**src/rtl/gl_pkg.sv**
```systemverilog
// -----------------------------------------------------------------------------
// gl_pkg
// Shared types and constants for the lock-qualified clock-enable generator.
//   gl_state_e : lock qualification state (UNLOCKED / QUALIFY / RUN)
//   GL_MAX_CH  : upper bound on the number of clock-enable channels
// -----------------------------------------------------------------------------
package gl_pkg;

  typedef enum logic [1:0] {
    ST_UNLOCKED = 2'd0,
    ST_QUALIFY  = 2'd1,
    ST_RUN      = 2'd2
  } gl_state_e;

  localparam int GL_MAX_CH = 8;

endpackage

```
**src/rtl/gl_ce_div.sv**
```systemverilog
// -----------------------------------------------------------------------------
// gl_ce_div
// One clock-enable channel: period counter, latched divide ratio and the
// registered CE pulse.
//   clk : clock
//   rst : asynchronous active-high reset
//   run : global run qualifier (in RUN now and staying in RUN this edge)
//   en  : channel run enable
//   div : requested divide ratio (0 behaves as 1)
//   ce  : one-cycle enable pulse, once every effective divide cycles
// -----------------------------------------------------------------------------
module gl_ce_div #(
  parameter int DIV_W = 16
) (
  input  logic             clk,
  input  logic             rst,
  input  logic             run,
  input  logic             en,
  input  logic [DIV_W-1:0] div,
  output logic             ce
);

  logic [DIV_W-1:0] cnt_q, cnt_d;
  logic [DIV_W-1:0] per_q, per_d;
  logic [DIV_W-1:0] per_cur;
  logic             ce_q, ce_d;

  function automatic logic [DIV_W-1:0] eff_div(input logic [DIV_W-1:0] d);
    return (d == '0) ? DIV_W'(1) : d;
  endfunction

  always_comb begin
    // A fresh ratio is taken only on the first count of a period, so a ratio
    // change mid-period never shortens or stretches the current pulse spacing.
    per_cur = (cnt_q == '0) ? eff_div(div) : per_q;
    cnt_d   = '0;
    per_d   = per_q;
    ce_d    = 1'b0;
    if (run && en) begin
      per_d = per_cur;
      if (cnt_q == per_cur - DIV_W'(1)) begin
        ce_d = 1'b1;
      end else begin
        cnt_d = cnt_q + DIV_W'(1);
      end
    end
  end

  // count / ratio / pulse register stage
  always_ff @(posedge clk or posedge rst) begin
    if (rst) begin
      cnt_q <= '0;
      per_q <= '0;
      ce_q  <= 1'b0;
    end else begin
      cnt_q <= cnt_d;
      per_q <= per_d;
      ce_q  <= ce_d;
    end
  end

  assign ce = ce_q;

endmodule

```
**src/rtl/gl_enable_gen.sv**
```systemverilog
// -----------------------------------------------------------------------------
// gl_enable_gen
// Qualifies a CCC lock and generates phase-aligned per-channel clock enables.
//   CLK0    : single clock (CCC global output), rising edge
//   ARST    : asynchronous active-high reset
//   LOCK_IN : raw CCC lock, asynchronous to CLK0
//   DIV     : per-channel divide ratios, channel i at [i*DIV_W +: DIV_W]
//   CH_EN   : per-channel run enables
//   LOCKED  : qualified lock, registered, high exactly while in RUN
//   RST_OUT : downstream synchronous reset, complement of LOCKED
//   CE      : per-channel one-cycle clock-enable pulses
// Lock timing: LOCKED rises LOCK_CYCLES+3 edges after the first edge that
// samples LOCK_IN=1 and falls 3 edges after the first edge sampling 0.
// -----------------------------------------------------------------------------
module gl_enable_gen
  import gl_pkg::*;
#(
  parameter int NUM_CH      = 4,
  parameter int DIV_W       = 16,
  parameter int LOCK_CYCLES = 1024
) (
  input  logic                    CLK0,
  input  logic                    ARST,
  input  logic                    LOCK_IN,
  input  logic [NUM_CH*DIV_W-1:0] DIV,
  input  logic [NUM_CH-1:0]       CH_EN,
  output logic                    LOCKED,
  output logic                    RST_OUT,
  output logic [NUM_CH-1:0]       CE
);

  localparam int            QW     = (LOCK_CYCLES > 1) ? $clog2(LOCK_CYCLES) : 1;
  localparam logic [QW-1:0] Q_LAST = QW'(LOCK_CYCLES - 1);

  if (NUM_CH < 1 || NUM_CH > GL_MAX_CH) begin : g_num_ch_range
    $error("gl_enable_gen: NUM_CH out of range");
  end

  logic          sync1_q;
  logic          lock_s_q;
  logic          lock_r_q;
  gl_state_e     state_q, state_d;
  logic [QW-1:0] qcnt_q, qcnt_d;
  logic          locked_q, locked_d;
  logic          rst_out_q, rst_out_d;
  logic          run_hold;

  // synchroniser stage: sync1_q -> lock_s_q, then lock_r_q retimes the
  // synchronised lock so gain and loss both land on the required edges
  always_ff @(posedge CLK0 or posedge ARST) begin
    if (ARST) begin
      sync1_q  <= 1'b0;
      lock_s_q <= 1'b0;
      lock_r_q <= 1'b0;
    end else begin
      sync1_q  <= LOCK_IN;
      lock_s_q <= sync1_q;
      lock_r_q <= lock_s_q;
    end
  end

  always_comb begin
    state_d = state_q;
    qcnt_d  = qcnt_q;
    case (state_q)
      ST_UNLOCKED: begin
        if (lock_r_q) begin
          state_d = ST_QUALIFY;
          qcnt_d  = '0;
        end
      end
      ST_QUALIFY: begin
        if (!lock_r_q) begin
          state_d = ST_UNLOCKED;
          qcnt_d  = '0;
        end else if (qcnt_q == Q_LAST) begin
          state_d = ST_RUN;
          qcnt_d  = '0;
        end else begin
          qcnt_d = qcnt_q + QW'(1);
        end
      end
      ST_RUN: begin
        // no hysteresis: the first low lock sample drops out of RUN
        if (!lock_r_q) begin
          state_d = ST_UNLOCKED;
        end
      end
      default: begin
        state_d = ST_UNLOCKED;
        qcnt_d  = '0;
      end
    endcase
    locked_d  = (state_d == ST_RUN);
    rst_out_d = ~locked_d;
    // Channels count only while RUN holds across this edge; leaving RUN
    // clears every CE on the same edge LOCKED falls, whatever CH_EN does.
    run_hold  = locked_q & locked_d;
  end

  // state / qualified-output register stage
  always_ff @(posedge CLK0 or posedge ARST) begin
    if (ARST) begin
      state_q   <= ST_UNLOCKED;
      qcnt_q    <= '0;
      locked_q  <= 1'b0;
      rst_out_q <= 1'b1;
    end else begin
      state_q   <= state_d;
      qcnt_q    <= qcnt_d;
      locked_q  <= locked_d;
      rst_out_q <= rst_out_d;
    end
  end

  assign LOCKED  = locked_q;
  assign RST_OUT = rst_out_q;

  for (genvar i = 0; i < NUM_CH; i++) begin : g_ch
    gl_ce_div #(
      .DIV_W (DIV_W)
    ) u_ce_div (
      .clk (CLK0),
      .rst (ARST),
      .run (run_hold),
      .en  (CH_EN[i]),
      .div (DIV[i*DIV_W +: DIV_W]),
      .ce  (CE[i])
    );
  end

endmodule

```
**config.mk**
```make
export PLATFORM = sky130hd
export DESIGN_NAME = gl_enable_gen
export DESIGN_NICKNAME = d
export VERILOG_FILES = /design/src/rtl/gl_pkg.sv /design/src/rtl/gl_ce_div.sv /design/src/rtl/gl_enable_gen.sv
export SDC_FILE = /design/constraint.sdc
export NUM_CORES = 1
export LEC_CHECK = 0
export ABC_AREA = 1
export CORE_ASPECT_RATIO = 1.25
export CORE_MARGIN = 3
export CORE_UTILIZATION = 45
export CTS_BUF_LIST = sky130_fd_sc_hd__clkbuf_8
export DETAILED_ROUTE_END_ITERATION = 6
export SETUP_SLACK_MARGIN = 0.05
export SYNTH_ARGS = -nofsm -noshare
export SYNTH_HDL_FRONTEND = slang
export SYNTH_HIERARCHICAL = 1
export SYNTH_SLANG_ARGS = --single-unit
```
**constraint.sdc**
```tcl
create_clock -name CLK0 -period 3.37 [get_ports CLK0]
set_input_delay 0.674 -clock CLK0 [delete_from_list [all_inputs] [get_ports CLK0]]
set_output_delay 0.674 -clock CLK0 [all_outputs]
set_load 0.02 [all_outputs]
```
==> results of run 1 <==
-- repair_timing --
action	4_1_cts	5_1_grt
setup buffers	0	1
resized for setup	0	5
setup endpoints to repair	0	32
endpoints found under the hold margin	0	0
hold buffers	0	0
-- sequential cells by signal, indices dropped and copies added (netlist names) --
signal,flops
LOCKED,1
RST_OUT,1
g_ch.u_ce_div/ce,4
g_ch.u_ce_div/cnt_q,64
g_ch.u_ce_div/per_q,64
lock_r_q,1
lock_s_q,1
qcnt_q,10
state_q,2
sync1_q,1
-- worst max-delay path, delay by kind of cell, from the launching register on --
family          cells  cell delay, ps
fa+ha+maj           1             210
compound gates      1             190
buf+inv             2             340
simple gates       14            1730
flops               1             440
-- per-stage QoR --
| step | hold WS (ps) | utilization (%) | setup slack [ps] | cell area (sq um) | instances |
|---|---|---|---|---|---|
| final | 357 | 52.4 | 351 | 13000 | 2137 |
| after global routing | 368 | 52.4 | 37.4 | 13000 | 2137 |
| after CTS | 359 | 52.3 | 217 | 13000 | 2136 |
| after detailed placement | 335 | 50.7 | -71.2 | 12600 | 2104 |
| after global placement | 335 | 50.7 | -41.7 | 12600 | 2104 |
| after floorplan | 331 | - | 744 | 11500 | 1711 |
-- cell families after synthesis --
logic type	synth area share (%)
compound gates	4.41
fa+ha+maj	1.41
simple gates	44.7
mux	0.196
buf+inv	9.25
xor+xnor	7.62
flops	32.4
-- cell type report --
type | instances | area [sq um]
inverters | 194 | 728
well taps | 330 | 413
clock inverters | 15 | 163
clock buffers | 17 | 234
multi-input cells | 1326 | 6730
fillers | 2539 | 11800
flip-flops and latches | 149 | 3730
repair buffers | 106 | 1010
-- where the power goes --
group / internal [mW] / switching, mW
combinational: 0.187 / 0.269
clock: 0.616 / 0.807
sequential: 1.79 / 0.00357
-- per-layer routing --
metal,GRT usage [%],routed length (um),vias up
met1,27.3,12800,4781
li1,-,-,5444
met5,0,0,-
met4,6.45,521,0
met3,3.12,963,35
met2,37.4,14000,168
-- path summary, 6_finish.rpt --
| path | startpoint | endpoint | slack, ps | depth (start not counted) |
|---|---|---|---|---|
| worst max-delay path | g_ch[1].u_ce_div/cnt_q[0] | g_ch[1].u_ce_div/cnt_q[1] | 350 | 18 |
| worst min-delay path | lock_s_q | lock_r_q | 360 | 0 |
| worst max register to register | g_ch[1].u_ce_div/cnt_q[0] | g_ch[1].u_ce_div/cnt_q[1] | 350 | 18 |
| worst min register to register | lock_s_q | lock_r_q | 360 | 0 |
| max in group asynchronous | ARST | qcnt_q[1] | 2110 | 2 |
| min in group asynchronous | ARST | g_ch[0].u_ce_div/cnt_q[0] | 800 | 3 |
-- cell usage after synthesis (all sizes together) --
cell type    n
dfstp        1
a21boi       1
nor2       321
ha          13
xnor2       10
inv        194
o22ai        1
a31oi       14
mux2         2
nand4       15
o21ai       70
a21oi        5
clkbuf      14
o21bai       2
and2         2
nor3        16
nand3      146
nand2      601
xor2        90
nand3b      16
or2          1
dfrtp      148
buf         28
==> metrics.csv, run 1 <==
stage,metric,value,unit
timing,Rel. slew slack,54.8,%
layout,ant diodes,0,
route,number of routed nets with antenna violations,0,
die,Cell Rows,64,
cts,clk root buf,clkbuf_8,
yosys,Syn. warnings,6,
layout,area grow syn2layout,13.2,%
die,Die Wd,149,um
cts,clock slew at reported path FFs,90,ps
die,CORE AREA,24800,sq um
grt,GRT Total Usage,21.3,%
yosys,cell taking the most area after synthesis,dfrtp_1,
timing,RSZ-0062 raised after global routing,false,
setup_path,Crit path largest cell delay,440,ps
setup_path,Crit path top cell by count,nand2_1,
setup_path,CP Max Fanout,16,
die,die area,27500,sq um
die,Starting Density,46.3,%
cts,CTS tree,yes,
power,maximum vdd drop,0.240,mV
power,PD cells,282,nW/um^2
flow_run,MaxCap Viol Count,0,
power,leakage,6.37,nW
timing,setup_tns,0,ps
power,Tot Pwr,3.67,mW
timing,"Slew Viols, Final",0,
timing,count of final setup violators,0,
yosys,Synth Register Bits,149,
setup_path,Crit. End Element,flip-flop,
cts,deepest clock path buffer count,2,
run_status,status,"complete, no violations",
setup_path,"slowest stage cell, crit path",dfrtp_1,
grt,first-pass GRT wire length,47.9,mm
layout,"most common cell after layout, fill and taps aside",nand2_1,
timing,Tmin final,3020,ps
placed_design,Post-DP HPWL,22.0,mm
yosys,Post-Syn Instances,1711,
route,routed wire length,28.3,mm
setup_path,Worst setup SP type,flip-flop,
timing,Clock Skew,15.7,ps
route,Detailed Route Iter0 Violations,493,
route,vias per std cell,4.88,
timing,final hold vios,0,
yosys,post-synth cell types,39,
placed_design,Routability Congestion,0.912,
setup_path,Worst EP arrival,3380,ps
grt,pin count of the biggest net entering global routing,48,
placed_design,Port Buffers,76,
yosys,Syn Nets,1795,
die,overall die height,185,um
route,drt drc,0,
cts,worst skew pair latency,470,ps
yosys,post-synth top area share,32.2,%
layout,share of layout cells above drive strength 1,12.7,%
yosys,syn avg cell area,6.72,sq um
cts,CTS Sinks,149,
route,drt pass-1 iters,5,
route,Vias,10428,
route,WL/cell,13.2,um
setup_path,Critical Path RT,3730,ps
die,IO Pins,77,
yosys,sequential cell area fraction in the yosys report,32.4,%
grt,total gr overflow,0,
yosys,Synth area leaders,"dfrtp_1 32%, nand2_1 18%, nor2_1 7.5%",
min_path,HP Class,reg2reg,
timing,Least-Margin Pin Slew,677,ps
setup_path,CP Cell Sequence,inv_1 > ha_1 > nand2_1 > nor2_4 > nand2_4 > buf_4 > nand2_1 > nand2_1 > nor2_1 > nand2_1 > nor2_2 > nand2_1 > o21ai_1 > nand2_1 > nor2_2 > nand2_2 > nand2_8 > nor2_1,
setup_path,kind of critical path,reg2reg,
grt,initial antenna violation count,0,
grt,vias in the first global route,10010,
timing,FMAX,331,MHz
cts,htree depth,4,
layout,fin nets,1878,
layout,most frequent cells in the layout,"540 x nand2_1, 229 x nor2_1, 191 x inv_1",
yosys,synthesized area,11500,sq um
cts,clock buffer count from CTS,17,
timing,final worst path period share,89.6,%
No activity file was read; power rests on OpenSTA's default activity.
==> run 2, diff against run 1 <==
--- a/config.mk
+++ b/config.mk
@@ -7,9 +7,10 @@
 export LEC_CHECK = 0
 export ABC_AREA = 1
 export CORE_ASPECT_RATIO = 1.25
-export CORE_MARGIN = 3
+export CORE_MARGIN = 2
 export CORE_UTILIZATION = 45
 export CTS_BUF_LIST = sky130_fd_sc_hd__clkbuf_8
+export CTS_CLUSTER_SIZE = 16
 export DETAILED_ROUTE_END_ITERATION = 6
 export SETUP_SLACK_MARGIN = 0.05
 export SYNTH_ARGS = -nofsm -noshare
==> run 2 against run 1 <==
Routed wire length grew 0.69%. Design area rose by 0.32%. Flip-flop and latch count unchanged. Global-route usage grew 0.83 points. Clock skew down 2.3 ps. Power grew 0.76%. Core utilization shrank 0.64 points. Die area fell by 2.4%. Via count shrank 0.74%. Hold slack improved by 5.7 ps. Combinational power about the same. Setup slack improved by 18 ps.
==> metrics.csv, run 2 (synthesis results as in run 1) <==
stage,metric,value,unit,change
layout,final core utilization,51.8,%,-0.64 points
grt,vias in the first global route,10197,,+1.9%
timing,RSZ-0062 raised after global routing,false,,
route,highest metal used,met4,,
setup_path,Crit path largest cell delay,440,ps,about the same
timing,Rel. slew slack,42.4,%,-12 points
setup_path,Worst setup SP type,flip-flop,,
power,maximum vdd drop,0.219,mV,-8.5%
timing,final hold vios,0,,unchanged
min_path,HP Class,reg2reg,,
route,met3 wire len,821,um,-15%
route,WL/cell,13.3,um,+0.32%
layout,fin nets,1881,,+0.16%
grt,total gr overflow,0,,unchanged
cts,clock buffer count from CTS,17,,unchanged
route,Met2 Routed Length,14.4,mm,+2.9%
route,number of routed nets with antenna violations,0,,unchanged
cts,clk root buf,clkbuf_8,,
setup_path,worst path bufs/invs,4,,+2
timing,count of final setup violators,0,,unchanged
setup_path,kind of critical path,reg2reg,,
timing,final worst path period share,89.0,%,-0.53 points
grt,pin count of the biggest net entering global routing,48,,unchanged
route,M1 WL,12.8,mm,-0.50%
layout,area grow syn2layout,13.5,%,
cts,htree depth,4,,unchanged
setup_path,Worst path top cell family by delay,simple AND/OR/NAND/NOR gates,,
route,vias per std cell,4.83,,-1.1%
min_path,hold path cells,0,,unchanged
setup_path,"slowest stage cell, crit path",dfrtp_1,,
cts,CTS Sinks,149,,unchanged
power,PD cells,284,nW/um^2,+0.44%
die,Starting Density,45.6,%,-0.71 points
die,Die Wd,147,um,-1.3%
grt,GRT Total Usage,22.2,%,+0.83 points
layout,largest registers,"g_ch.u_ce_div/cnt_q x64, g_ch.u_ce_div/per_q x64, qcnt_q x10",,
route,drt pass-1 iters,5,,unchanged
placed_design,Routability Congestion,0.924,,+1.2%
placed_design,Port Buffers,76,,unchanged
die,Cell Rows,65,,+1.6%
setup_path,Crit. End Element,flip-flop,,
power,leakage,6.37,nW,about the same
grt,first-pass GRT wire length,48.6,mm,+1.4%
die,die area,26800,sq um,-2.4%
setup_path,CP Cell Sequence,inv_1 > ha_1 > nand2_1 > nor2_4 > nand2_4 > nand2_1 > nand2_1 > inv_1 > ha_1 > nand3_1 > nor2_1 > nand2_1 > nand2_1 > inv_1 > nor2_1 > nand2_1 > nor2_1 > nand2_1 > nor2_2 > nand2_2 > nand2_4 > buf_4 > nor2_4,,
timing,setup_tns,0,ps,unchanged
die,IO Pins,77,,unchanged
timing,"Slew Viols, Final",0,,unchanged
cts,clock slew at reported path FFs,90,ps,about the same
layout,share of layout cells above drive strength 1,12.9,%,+0.14 points
die,CORE AREA,25200,sq um,+1.6%
run_status,status,"complete, no violations",,
layout,"most common cell after layout, fill and taps aside",nand2_1,,
cts,CTS tree,yes,,
placed_design,Placed Instances,2111,,+0.33%
setup_path,Critical Path Stages,23,,+5
setup_path,Worst EP arrival,3350,ps,-30 ps
route,routed wire length,28.5,mm,+0.69%
timing,Tmin final,3000,ps,-18.0 ps
power,Tot Pwr,3.70,mW,+0.76%
setup_path,FF-to-FF path depth,23,,+5
placed_design,dpl cell area,12600,sq um,+0.17%
timing,Least-Margin Pin Slew,862,ps,+186 ps
die,overall die height,183,um,-1.1%
placed_design,Post-DP HPWL,21.9,mm,-0.17%
setup_path,Critical Path RT,3720,ps,about the same
cts,deepest clock path buffer count,2,,unchanged
timing,Clock Skew,13.3,ps,-2.35 ps
route,drt drc,0,,unchanged
cts,worst skew pair latency,470,ps,about the same
setup_path,CP Max Fanout,7,,-9
layout,Post-Layout Cell Count,2145,,+0.37%
route,Vias,10351,,-0.74%
timing,FMAX,333,MHz,+0.60%
setup_path,Crit path top cell by count,nand2_1,,
layout,most frequent cells in the layout,"540 x nand2_1, 230 x nor2_1, 190 x inv_1",,
grt,initial antenna violation count,0,,unchanged
route,Detailed Route Iter0 Violations,512,,+3.9%
flow_run,MaxCap Viol Count,0,,unchanged
layout,ant diodes,0,,unchanged
layout,final instance area,13100,sq um,+0.32%
## run 2: cell count changes in the layout (fill, tap and decap cells not counted), sizes merged
cell      before  now
clkinv         6    1
clkinvlp       1    6
buf           30   32
bufinv         1    2
inv          201  200
nand2        601  602
## run 2: through the flow
stage,hold WS [ps],setup WS [ps]
2_1_floorplan,331,744
3_3_place_gp,339,98.4
3_5_place_dp,346,24.7
4_1_cts,369,314
5_1_grt,381,43.0
6_report,362,369
## run 2: final cells by class
class / count / area (sq um)
tap: 335 / 419
sequential: 149 / 3730
clock inverter: 15 / 169
clock buffer: 17 / 234
multi-input combinational: 1327 / 6740
timing repair buffer: 108 / 1030
inverter: 194 / 728
fill: 2578 / 12200
## run 2: repair_timing
item | CTS | global route
buffers inserted | 0 | 1
resized for setup | 0 | 7
hold buffers | 0 | 0
endpoints found under the setup margin | 0 | 34
endpoints found under the hold margin | 0 | 0
## run 2: path summary, 6_finish.rpt
| kind | startpoint | to | slack [ps] |
|---|---|---|---|
| max | g_ch[0].u_ce_div/cnt_q[0] | g_ch[0].u_ce_div/cnt_q[8] | 370 |
| min | lock_s_q | lock_r_q | 360 |
| max reg2reg | g_ch[0].u_ce_div/cnt_q[0] | g_ch[0].u_ce_div/cnt_q[8] | 370 |
| min reg2reg | lock_s_q | lock_r_q | 360 |
| max in group asynchronous | ARST | g_ch[0].u_ce_div/per_q[0] | 1840 |
| min in group asynchronous | ARST | g_ch[3].u_ce_div/cnt_q[4] | 800 |
## run 2: power by group
group	leakage, nW	switching (mW)	internal, mW
sequential	2.07	0.00358	1.79
combinational	4.12	0.268	0.187
clock	0.184	0.778	0.673
## run 2: layer usage
metal / vias to the layer above / GRT usage (%)
li1: 5458 / -
met1: 4698 / 27.2
met2: 156 / 40.1
met3: 39 / 3.10
met4: 0 / 7.19
met5: - / 0
## run 2: worst register-to-register path: stages, from the launching register on
cell     delay, ps
dfrtp_1        440
inv_1          150
ha_1           180
nand2_1         90
nor2_4         220
nand2_4        110
nand2_1         70
nand2_1         60
inv_1           90
ha_1           170
nand3_1        120
nor2_1         230
nand2_1         80
nand2_1         80
inv_1           40
nor2_1         100
nand2_1         60
nor2_1          90
nand2_1         70
nor2_2          90
nand2_2         70
nand2_4        100
buf_4          170
nor2_4          30
==> run 3, diff against run 2 <==
--- a/config.mk
+++ b/config.mk
@@ -12,6 +12,7 @@
 export CTS_BUF_LIST = sky130_fd_sc_hd__clkbuf_8
 export CTS_CLUSTER_SIZE = 16
 export DETAILED_ROUTE_END_ITERATION = 6
+export HOLD_SLACK_MARGIN = 0.08
 export SETUP_SLACK_MARGIN = 0.05
 export SYNTH_ARGS = -nofsm -noshare
 export SYNTH_HDL_FRONTEND = slang
==> results of run 3 <==
Final layout, timing and power as in run 2 (identical DEF).
